File: src/rtl/lamp_pkg.sv
// Shared lamp definitions: legal light codes, decoded phase values and monitor states.
// Also used by the lamp generator so both sides agree on encodings.
package lamp_pkg;

   localparam logic [2:0] LIGHT_RED    = 3'b100;
   localparam logic [2:0] LIGHT_GREEN  = 3'b010;
   localparam logic [2:0] LIGHT_YELLOW = 3'b001;

   typedef enum logic [1:0] {
      PH_GREEN  = 2'd0,
      PH_YELLOW = 2'd1,
      PH_RED    = 2'd2,
      PH_NONE   = 2'd3
   } phase_e;

   typedef enum logic {
      UNSYNC = 1'b0,
      TRACK  = 1'b1
   } state_e;

   // The only forward step allowed from each colour; PH_NONE has no successor.
   function automatic phase_e successor(input phase_e p);
      case (p)
         PH_GREEN:  successor = PH_YELLOW;
         PH_YELLOW: successor = PH_RED;
         PH_RED:    successor = PH_GREEN;
         default:   successor = PH_NONE;
      endcase
   endfunction

endpackage

File: src/rtl/lamp_code_decode.sv
// Combinational decode of the 3-bit one-hot lamp code into a phase value
// and a legal flag; anything that is not exactly one known colour is illegal.
module lamp_code_decode
   import lamp_pkg::*;
(
   input  logic [2:0] light,
   output phase_e     phase,
   output logic       legal
);

   always_comb begin
      // NOTE: every output gets a default before the case so no latch is inferred.
      phase = PH_NONE;
      legal = 1'b0;
      case (light)
         LIGHT_GREEN:  begin phase = PH_GREEN;  legal = 1'b1; end
         LIGHT_YELLOW: begin phase = PH_YELLOW; legal = 1'b1; end
         LIGHT_RED:    begin phase = PH_RED;    legal = 1'b1; end
         default:      ;
      endcase
   end

endmodule

File: src/rtl/lamp_monitor.sv
// Traffic-lamp sequence monitor: locks onto the colour stream, flags illegal codes,
// bad transitions and over-long dwell with sticky errors, and counts RED->GREEN rounds.
module lamp_monitor
   import lamp_pkg::*;
#(
   parameter int MAX_DWELL = 1,
   parameter int CNT_W     = 8
)(
   input  logic             clock,
   input  logic             rst_n,
   input  logic [2:0]       light,
   input  logic             err_clr,
   output logic [1:0]       phase,
   output logic             in_sync,
   output logic             code_err,
   output logic             seq_err,
   output logic             dwell_err,
   output logic [CNT_W-1:0] round_cnt
);

   localparam int              DW_W        = $clog2(MAX_DWELL + 1);
   localparam logic [DW_W-1:0] DWELL_LIMIT = DW_W'(MAX_DWELL);

   state_e           state_q, state_d;
   phase_e           last_q, last_d;
   phase_e           phase_q;
   phase_e           dec_phase;
   logic             dec_legal;
   logic [DW_W-1:0]  dwell_q, dwell_d;
   logic [CNT_W-1:0] round_q, round_d;
   logic             code_q, seq_q, dwell_err_q;
   logic             code_ev, seq_ev, dwell_ev;

   lamp_code_decode u_decode (
      .light (light),
      .phase (dec_phase),
      .legal (dec_legal)
   );

   always_comb begin
      state_d  = state_q;
      last_d   = last_q;
      dwell_d  = dwell_q;
      round_d  = round_q;
      code_ev  = 1'b0;
      seq_ev   = 1'b0;
      dwell_ev = 1'b0;
      if (state_q == UNSYNC) begin
         // Illegal codes are ignored while unlocked; a legal one only resyncs.
         if (dec_legal) begin
            state_d = TRACK;
            last_d  = dec_phase;
            dwell_d = DW_W'(1);
         end
      end else if (!dec_legal) begin
         code_ev = 1'b1;
         state_d = UNSYNC;
         dwell_d = '0;
      end else if (dec_phase == successor(last_q)) begin
         last_d  = dec_phase;
         dwell_d = DW_W'(1);
         if (last_q == PH_RED) round_d = round_q + CNT_W'(1);
      end else if (dec_phase == last_q) begin
         if (dwell_q < DWELL_LIMIT) begin
            dwell_d = dwell_q + DW_W'(1);
         end else begin
            dwell_ev = 1'b1;
            state_d  = UNSYNC;
            dwell_d  = '0;
         end
      end else begin
         seq_ev  = 1'b1;
         state_d = UNSYNC;
         dwell_d = '0;
      end
   end

   always_ff @(posedge clock or negedge rst_n) begin
      if (!rst_n) begin
         state_q     <= UNSYNC;
         last_q      <= PH_RED;
         dwell_q     <= '0;
         phase_q     <= PH_NONE;
         round_q     <= '0;
         code_q      <= 1'b0;
         seq_q       <= 1'b0;
         dwell_err_q <= 1'b0;
      end else begin
         // NOTE: non-blocking assignments so every register updates from pre-edge values.
         state_q     <= state_d;
         last_q      <= last_d;
         dwell_q     <= dwell_d;
         phase_q     <= dec_phase;
         round_q     <= round_d;
         // A new error event wins over a coincident clear.
         code_q      <= code_ev  | (code_q      & ~err_clr);
         seq_q       <= seq_ev   | (seq_q       & ~err_clr);
         dwell_err_q <= dwell_ev | (dwell_err_q & ~err_clr);
      end
   end

   assign phase     = phase_q;
   assign in_sync   = (state_q == TRACK);
   assign code_err  = code_q;
   assign seq_err   = seq_q;
   assign dwell_err = dwell_err_q;
   assign round_cnt = round_q;

endmodule
File: config.mk
export PLATFORM = sky130hd
export DESIGN_NAME = lamp_monitor
export DESIGN_NICKNAME = d
export VERILOG_FILES = /design/src/rtl/lamp_pkg.sv /design/src/rtl/lamp_code_decode.sv /design/src/rtl/lamp_monitor.sv
export SDC_FILE = /design/constraint.sdc
export NUM_CORES = 1
export LEC_CHECK = 0
export BUFFER_PORTS_ARGS = -buffer_cell sky130_fd_sc_hd__buf_2
export CORE_MARGIN = 5
export CORE_UTILIZATION = 54
export CTS_BUF_LIST = sky130_fd_sc_hd__clkbuf_4 sky130_fd_sc_hd__clkbuf_8
export DETAILED_ROUTE_END_ITERATION = 10
export PLACE_DENSITY = 0.79
export REMOVE_ABC_BUFFERS = 1
export SETUP_SLACK_MARGIN = 0.15
export SLEW_MARGIN = 20
export SYNTH_ARGS = -nofsm -noshare
export SYNTH_HDL_FRONTEND = slang
export SYNTH_SLANG_ARGS = --single-unit
File: constraint.sdc
create_clock -name clock -period 2.83 [get_ports clock]
set_input_delay 0.566 -clock clock [delete_from_list [all_inputs] [get_ports clock]]
set_output_delay 0.566 -clock clock [all_outputs]
set_load 0.1 [all_outputs]
==> results_dict.tcl, run 1 <==
set metrics [dict create \
    ff_latch_area_um2 429 \
    yosysTopAreaCell "dfrtp_1" \
    start_util_pct 57.2 \
    max_freq_mhz 434 \
    min_period_ns 2.30 \
    yosysSeqAreaShare_pct 43.5 \
    min_period_over_period_pct 81.3 \
    wl_met1_um 903 \
    path_cells "inv_1, ha_1, or2_1, a22o_1, a221oi_4, and2_1, a221oi_1" \
    synth-edff-count 0 \
    peakVddDrop_v 0.000359 \
    synth.area.top_cells "dfrtp_1 35%, dfstp_2 8.0%, xnor2_1 5.3%" \
    core_area_um2 1730 \
    crit_path_max_incr_delay_ns 0.62 \
    synth-async-reset-ratio_pct 100 \
    cp_max_fo 9 \
    relSlewSlack_pct 55.2 \
    cts.clk_slew.worst_paths_ns 0.10 \
    gp_congestion 0.799 \
    instances_no_fill 141 \
    multiInputGateArea_um2 515 \
    path_buf_inv 1 \
    ys_seq_elements 17 \
    grt_pass1_vias 689 \
    worstPathArrival_ns 2.44 \
    criticalPathCategory "reg -> reg" \
    ioPinCount 20 \
    placed_cell_area_um2 1090 \
    p_per_area_nw_per_um2 774 \
    hpwlAfterDp_um 1390 \
    crit_path_end_kind "flip-flop" \
    hold_violations 0 \
    rsz0062_at_grt "false" \
    numClockSinks 17 \
    rows 15 \
    netlist_instances 97 \
    route.met3.wl_um 99 \
    avgRoutedWirePerCell_um 12.8 \
    crit_family "compound AO/OA/AOI/OAI gates" \
    setup_tns_ns 0 \
    grt_remaining_overflow 0 \
    drc_errors 0 \
    report.power.total_uw 868 \
    maxCapViolCount 0 \
    post_cts_resized 0 \
    first_pass_iters 4 \
    root_buffer "clkbuf_4" \
    cts_tree "built" \
    path_depth 7 \
    grt_max_degree 18 \
    run_status "finished, final reports clean" \
    drt_iter0_markers 10 \
    worstRegToRegCells 7 \
    nNetsFinal 127 \
    post_cts.repair.setup_buffers 0 \
    dp_cells 137 \
    dr_total_vias 764 \
    layout-drive-gt1-share_pct 28.4 \
    start_kind "flip-flop" \
    tightest_slew_ns 0.664 \
    clock_latency_ns 0.29 \
    critPathSlowestCell "dfstp_2" \
    wl_met2_um 755 \
    skew_ns 0.0118 \
    pre_cts_slack_ns 0.565 \
    maxSlewViolCount 0 \
    areaGrowthSynthToFinish_pct 13.6 \
    grt_use_total_pct 15.4 \
    routed_wl_um 1810 \
    hold_slack_ns 0.166 \
    cts_max_level 1 \
    antennaDiodeCount 0 \
    yosys_most_used_dff "dfrtp_1" \
    fill_cells 151 \
    synth.most_common_cell "dfrtp_1" \
    setup_violations 0 \
    hold_class "in -> async" \
    die_w_um 52.8 \
    netlist_top_cells_count "14 x dfrtp_1, 8 x nand2_1, 6 x inv_1, 6 x xnor2_1, 5 x a21oi_1" \
    p_leak_nw 0.531 \
    synth_cell_types 36 \
    yosys.area.top_type_share_pct 35.5 \
    synthesis.area_um2 987 \
    yosys_warnings 0 \
    required_ns 2.97 \
    fp.dieH_um 52.8 \
    fin_area_um2 1120 \
    fin_util_pct 64.9 \
    vias_per_cell 5.42 \
    cts_buffer_depth 2 \
    grt_pass1_wl_um 3110 \
    top_layer "met4" \
    hold_buffers 0 \
    antenna_found_initial 0 \
    setup_ws_ns 0.528 \
    port_buffers 19 \
    cts_made_buffers 3 \
    avgSynthCellArea_um2 10.2 \
    final_antenna_net_count 0 \
    die_area_um2 2780 \
]
==> metal layers <==
layer | vias up | track usage (%)
li1 | 387 | -
met1 | 349 | 21.1
met2 | 23 | 23.1
met3 | 5 | 1.71
met4 | 0 | 8.94
met5 | - | 0
==> worst reg2reg max path, delay by kind of cell (launching register included) <==
family / cells / cell delay, ns
AO/OA/AOI/OAI: 3 / 0.75
adder cells (fa/ha/maj): 1 / 0.19
flip-flops: 1 / 0.62
AND/OR/NAND/NOR: 2 / 0.51
buffers and inverters: 1 / 0.08
==> where the power goes <==
part	internal (mW)	total, mW	switching [mW]
clock	0.0526	0.127	0.0748
sequential	0.286	0.333	0.0465
combinational	0.103	0.408	0.304
==> area by class of cell <==
cell class | instances | share of cell area [%]
well taps | 25 | 2.79
multi-input cells | 70 | 46.0
clock inverters | 1 | 0.446
clock buffers | 3 | 2.01
repair buffers | 19 | 8.48
flip-flops and latches | 17 | 38.3
inverters | 6 | 2.01
==> logic make-up (layout without fill, tap and decap cells) <==
| logic type | Yosys count | count (layout) | share of synthesized area (%) |
|---|---|---|---|
| flops | 17 | 17 | 43.5 |
| compound gates | 19 | 19 | 15.2 |
| mux | 2 | 2 | 2.15 |
| buf+inv | 10 | 29 | 4.31 |
| simple gates | 36 | 36 | 21.5 |
| xor+xnor | 8 | 8 | 7.10 |
| fa+ha+maj | 5 | 5 | 6.21 |
==> placed cells by master, fill, tap and decap left out, drive strengths merged, types with 3 or more instances in the layout <==
cell type / Yosys / routed
inv: 6 / 6
clkbuf: 1 / 3
ha: 4 / 4
dfrtp: 14 / 14
buf: 3 / 19
nor2: 4 / 4
nand4: 3 / 3
xnor2: 6 / 6
a21oi: 5 / 5
nand2: 9 / 9
and3: 4 / 4
dfstp: 3 / 3
nor2b: 3 / 3
o21ai: 4 / 4
==> flip-flops by register name, indices dropped and copies added (netlist names) <==
signal     cells
code_err       1
dwell_err      1
dwell_q        1
in_sync        1
last_q         2
phase          2
round_cnt      8
seq_err        1
==> final timing paths <==
path,to,slack (ns),from
max in group asynchronous,phase[0],2.35,rst_n
setup / recovery,dwell_q,0.53,last_q[1]
setup reg to reg,dwell_q,0.53,last_q[1]
hold / removal,round_cnt[7],0.17,rst_n
hold reg to reg,round_cnt[7],0.47,round_cnt[7]
min in group clock,round_cnt[7],0.47,round_cnt[7]
Power figures use the tool's default switching activity.
==> run 2: changes to the inputs <==
ABC_AREA = 1   (was not set)
CORE_UTILIZATION = 50   (was 54)
PLACE_DENSITY = 0.77   (was 0.79)
clock period = 1.9 ns   (was 2.83 ns; I/O delays follow)
==> results_dict.tcl, run 2 <==
set metrics [dict create \
    die_w_um 54.4 \
    setup_violations 0 \
    path_cells "buf_2" \
    largest_reg_flops 8 \
    maxCapViolCount 0 \
    fin_util_pct 59.8 \
    crit_path_max_incr_delay_ns 0.52 \
    root_buffer "clkbuf_4" \
    yosysSeqAreaShare_pct 43.5 \
    hold_violations 2 \
    yosys_warnings 0 \
    skew_ns 0.00111 \
    reg2reg_slack_ns 0.30 \
    grt-busiest-layer "met2" \
    layout-drive-gt1-share_pct 29.2 \
    antennaDiodeCount 0 \
    criticalPathCategory "reg -> out" \
    hpwlAfterDp_um 1520 \
    yosys_most_used_dff "dfrtp_1" \
    cts_tree "built" \
    drc_errors 0 \
    yosys.area.top_type_share_pct 35.5 \
    synth_cell_types 21 \
    final_common_cell "nand2_1" \
    rsz0062_at_grt "true" \
    min_period_over_period_pct 84.1 \
    nNetsFinal 155 \
    synth-async-reset-ratio_pct 100 \
    run_status "complete, but fails checks" \
    regToRegStartpoint "last_q[1]" \
    avgSynthCellArea_um2 8.15 \
    max_freq_mhz 626 \
    antenna_found_initial 0 \
    vias_per_cell 5.04 \
    peakVddDrop_v 0.000524 \
    setup_tns_ns 0 \
    grt_use_total_pct 15.1 \
    tightest_slew_ns 0.489 \
    rows 16 \
    report.power.total_mw 1.19 \
    maxSlewViolCount 0 \
    use_met1_pct 19.2 \
    fill_cells 170 \
    required_ns 1.52 \
    hold_buffers 0 \
    path_buf_inv 1 \
    p_leak_nw 0.698 \
    netlist_top_cells_count "40 x nand2_1, 17 x nand3_1, 14 x dfrtp_1" \
    min_period_ns 1.60 \
    first_pass_iters 4 \
    synth.most_common_cell "nand2_1" \
    setup_ws_ns 0.301 \
    hold_class "in -> async" \
    drt_iter0_markers 21 \
    clock_latency_ns 0.28 \
    netlist_instances 121 \
    synth.area.top_cells "dfrtp_1 36%, nand2_1 15%, nand3_1 8.6%" \
    critPathSlowestCell "dfstp_2" \
    core_area_um2 1920 \
    die_area_um2 2960 \
    relSlewSlack_pct 67.6 \
    gp_congestion 0.882 \
    port_buffers 19 \
    routed_wl_um 1920 \
    ioPinCount 20 \
    use_met2_pct 25.3 \
    rr_endpoint "round_cnt[5]" \
    grt_pass1_wl_um 3180 \
    grt_pass1_vias 727 \
    start_util_pct 51.3 \
    crit_path_end_kind "primary output" \
    failed_checks "negative hold slack" \
    yosysTopAreaCell "dfrtp_1" \
    grt_max_degree 18 \
    instances_no_fill 171 \
    numClockSinks 17 \
    worstRegToRegCells 10 \
    dp_cells 167 \
    worstPathArrival_ns 1.22 \
    synthesis.area_um2 986 \
    areaGrowthSynthToFinish_pct 16.6 \
    fp.dieH_um 54.4 \
    grt_remaining_overflow 0 \
    final_antenna_net_count 0 \
    dr_total_vias 862 \
    synth-edff-count 0 \
    pre_cts_slack_ns 0.305 \
    cts_max_level 1 \
    cts_made_buffers 3 \
    grt_use_met3_pct 2.45 \
    cts.clk_slew.worst_paths_ns 0.09 \
    layout_common_cells "39 x nand2_1, 19 x buf_2, 17 x nand3_1" \
    crit_family "flip-flops" \
    hold_slack_ns -0.000902 \
    start_kind "flip-flop" \
    cts_buffer_depth 2 \
    avgRoutedWirePerCell_um 11.2 \
    p_per_area_nw_per_um2 1040 \
    cp_max_fo 1 \
    ys_seq_elements 17 \
]
[run 2: cell types whose count changed after synthesis, moves of 4 or more]
cell	before	now
nand2_1	8	40
nand3_1	1	17
inv_1	6	11
a21oi_1	5	1
and3_1	4	0
inv_2	0	4
xnor2_1	6	2
[run 2: cell families (layout without fill, tap and decap cells)]
logic type,count (synthesis),in the layout,synth area share [%]
simple gates,75,75,38.3
buf+inv,15,38,5.71
xor+xnor,6,6,5.33
compound gates,4,4,2.03
fa+ha+maj,4,4,5.08
flops,17,17,43.5
[run 2: routing by layer]
layer	vias to the layer above	routed length, um
li1	433	-
met1	398	834
met2	29	970
met3	2	100
met4	0	10
met5	-	0
[run 2: cell type report]
cell class | count | area (um2) | share of cell area [%]
multi-input cells | 89 | 505 | 44.0
flip-flops and latches | 17 | 429 | 37.3
repair buffers | 19 | 95.1 | 8.27
clock buffers | 4 | 30.0 | 2.61
well taps | 27 | 33.8 | 2.94
inverters | 15 | 56.3 | 4.90
[run 2: power by group]
group	switching, mW	internal, mW	total (mW)	leakage [nW]
registers	0.0489	0.418	0.467	0.219
logic	0.404	0.119	0.523	0.460
clock network	0.107	0.0958	0.203	0.0184
[run 2: repair_timing]
action,CTS,global route
endpoints found under the setup margin,0,10
gates resized for setup,0,2
buffers inserted,0,0
endpoints found under the hold margin,0,0
[run 2: metrics by stage]
step	instance area [um2]	hold WS (ns)
CTS	1140	0.00136
global placement	1110	0.315
finish	1150	-0.000902
floorplan	986	0.0844
detailed placement	1110	0.321
global route	1150	0.0253
[run 2: worst max-delay path by stage]
stage | from | slack, ns | cells past startpoint | endpoint
floorplan | round_cnt[0] | -0.01 | 6 | round_cnt[6]
global placement | last_q[1] | 0.32 | 9 | dwell_q
detailed placement | last_q[1] | 0.31 | 9 | dwell_q
CTS | last_q[1] | 0.28 | 9 | dwell_q
global route | last_q[1] | 0.14 | 10 | round_cnt[0]
finish | phase[0] | 0.30 | 1 | phase[0]
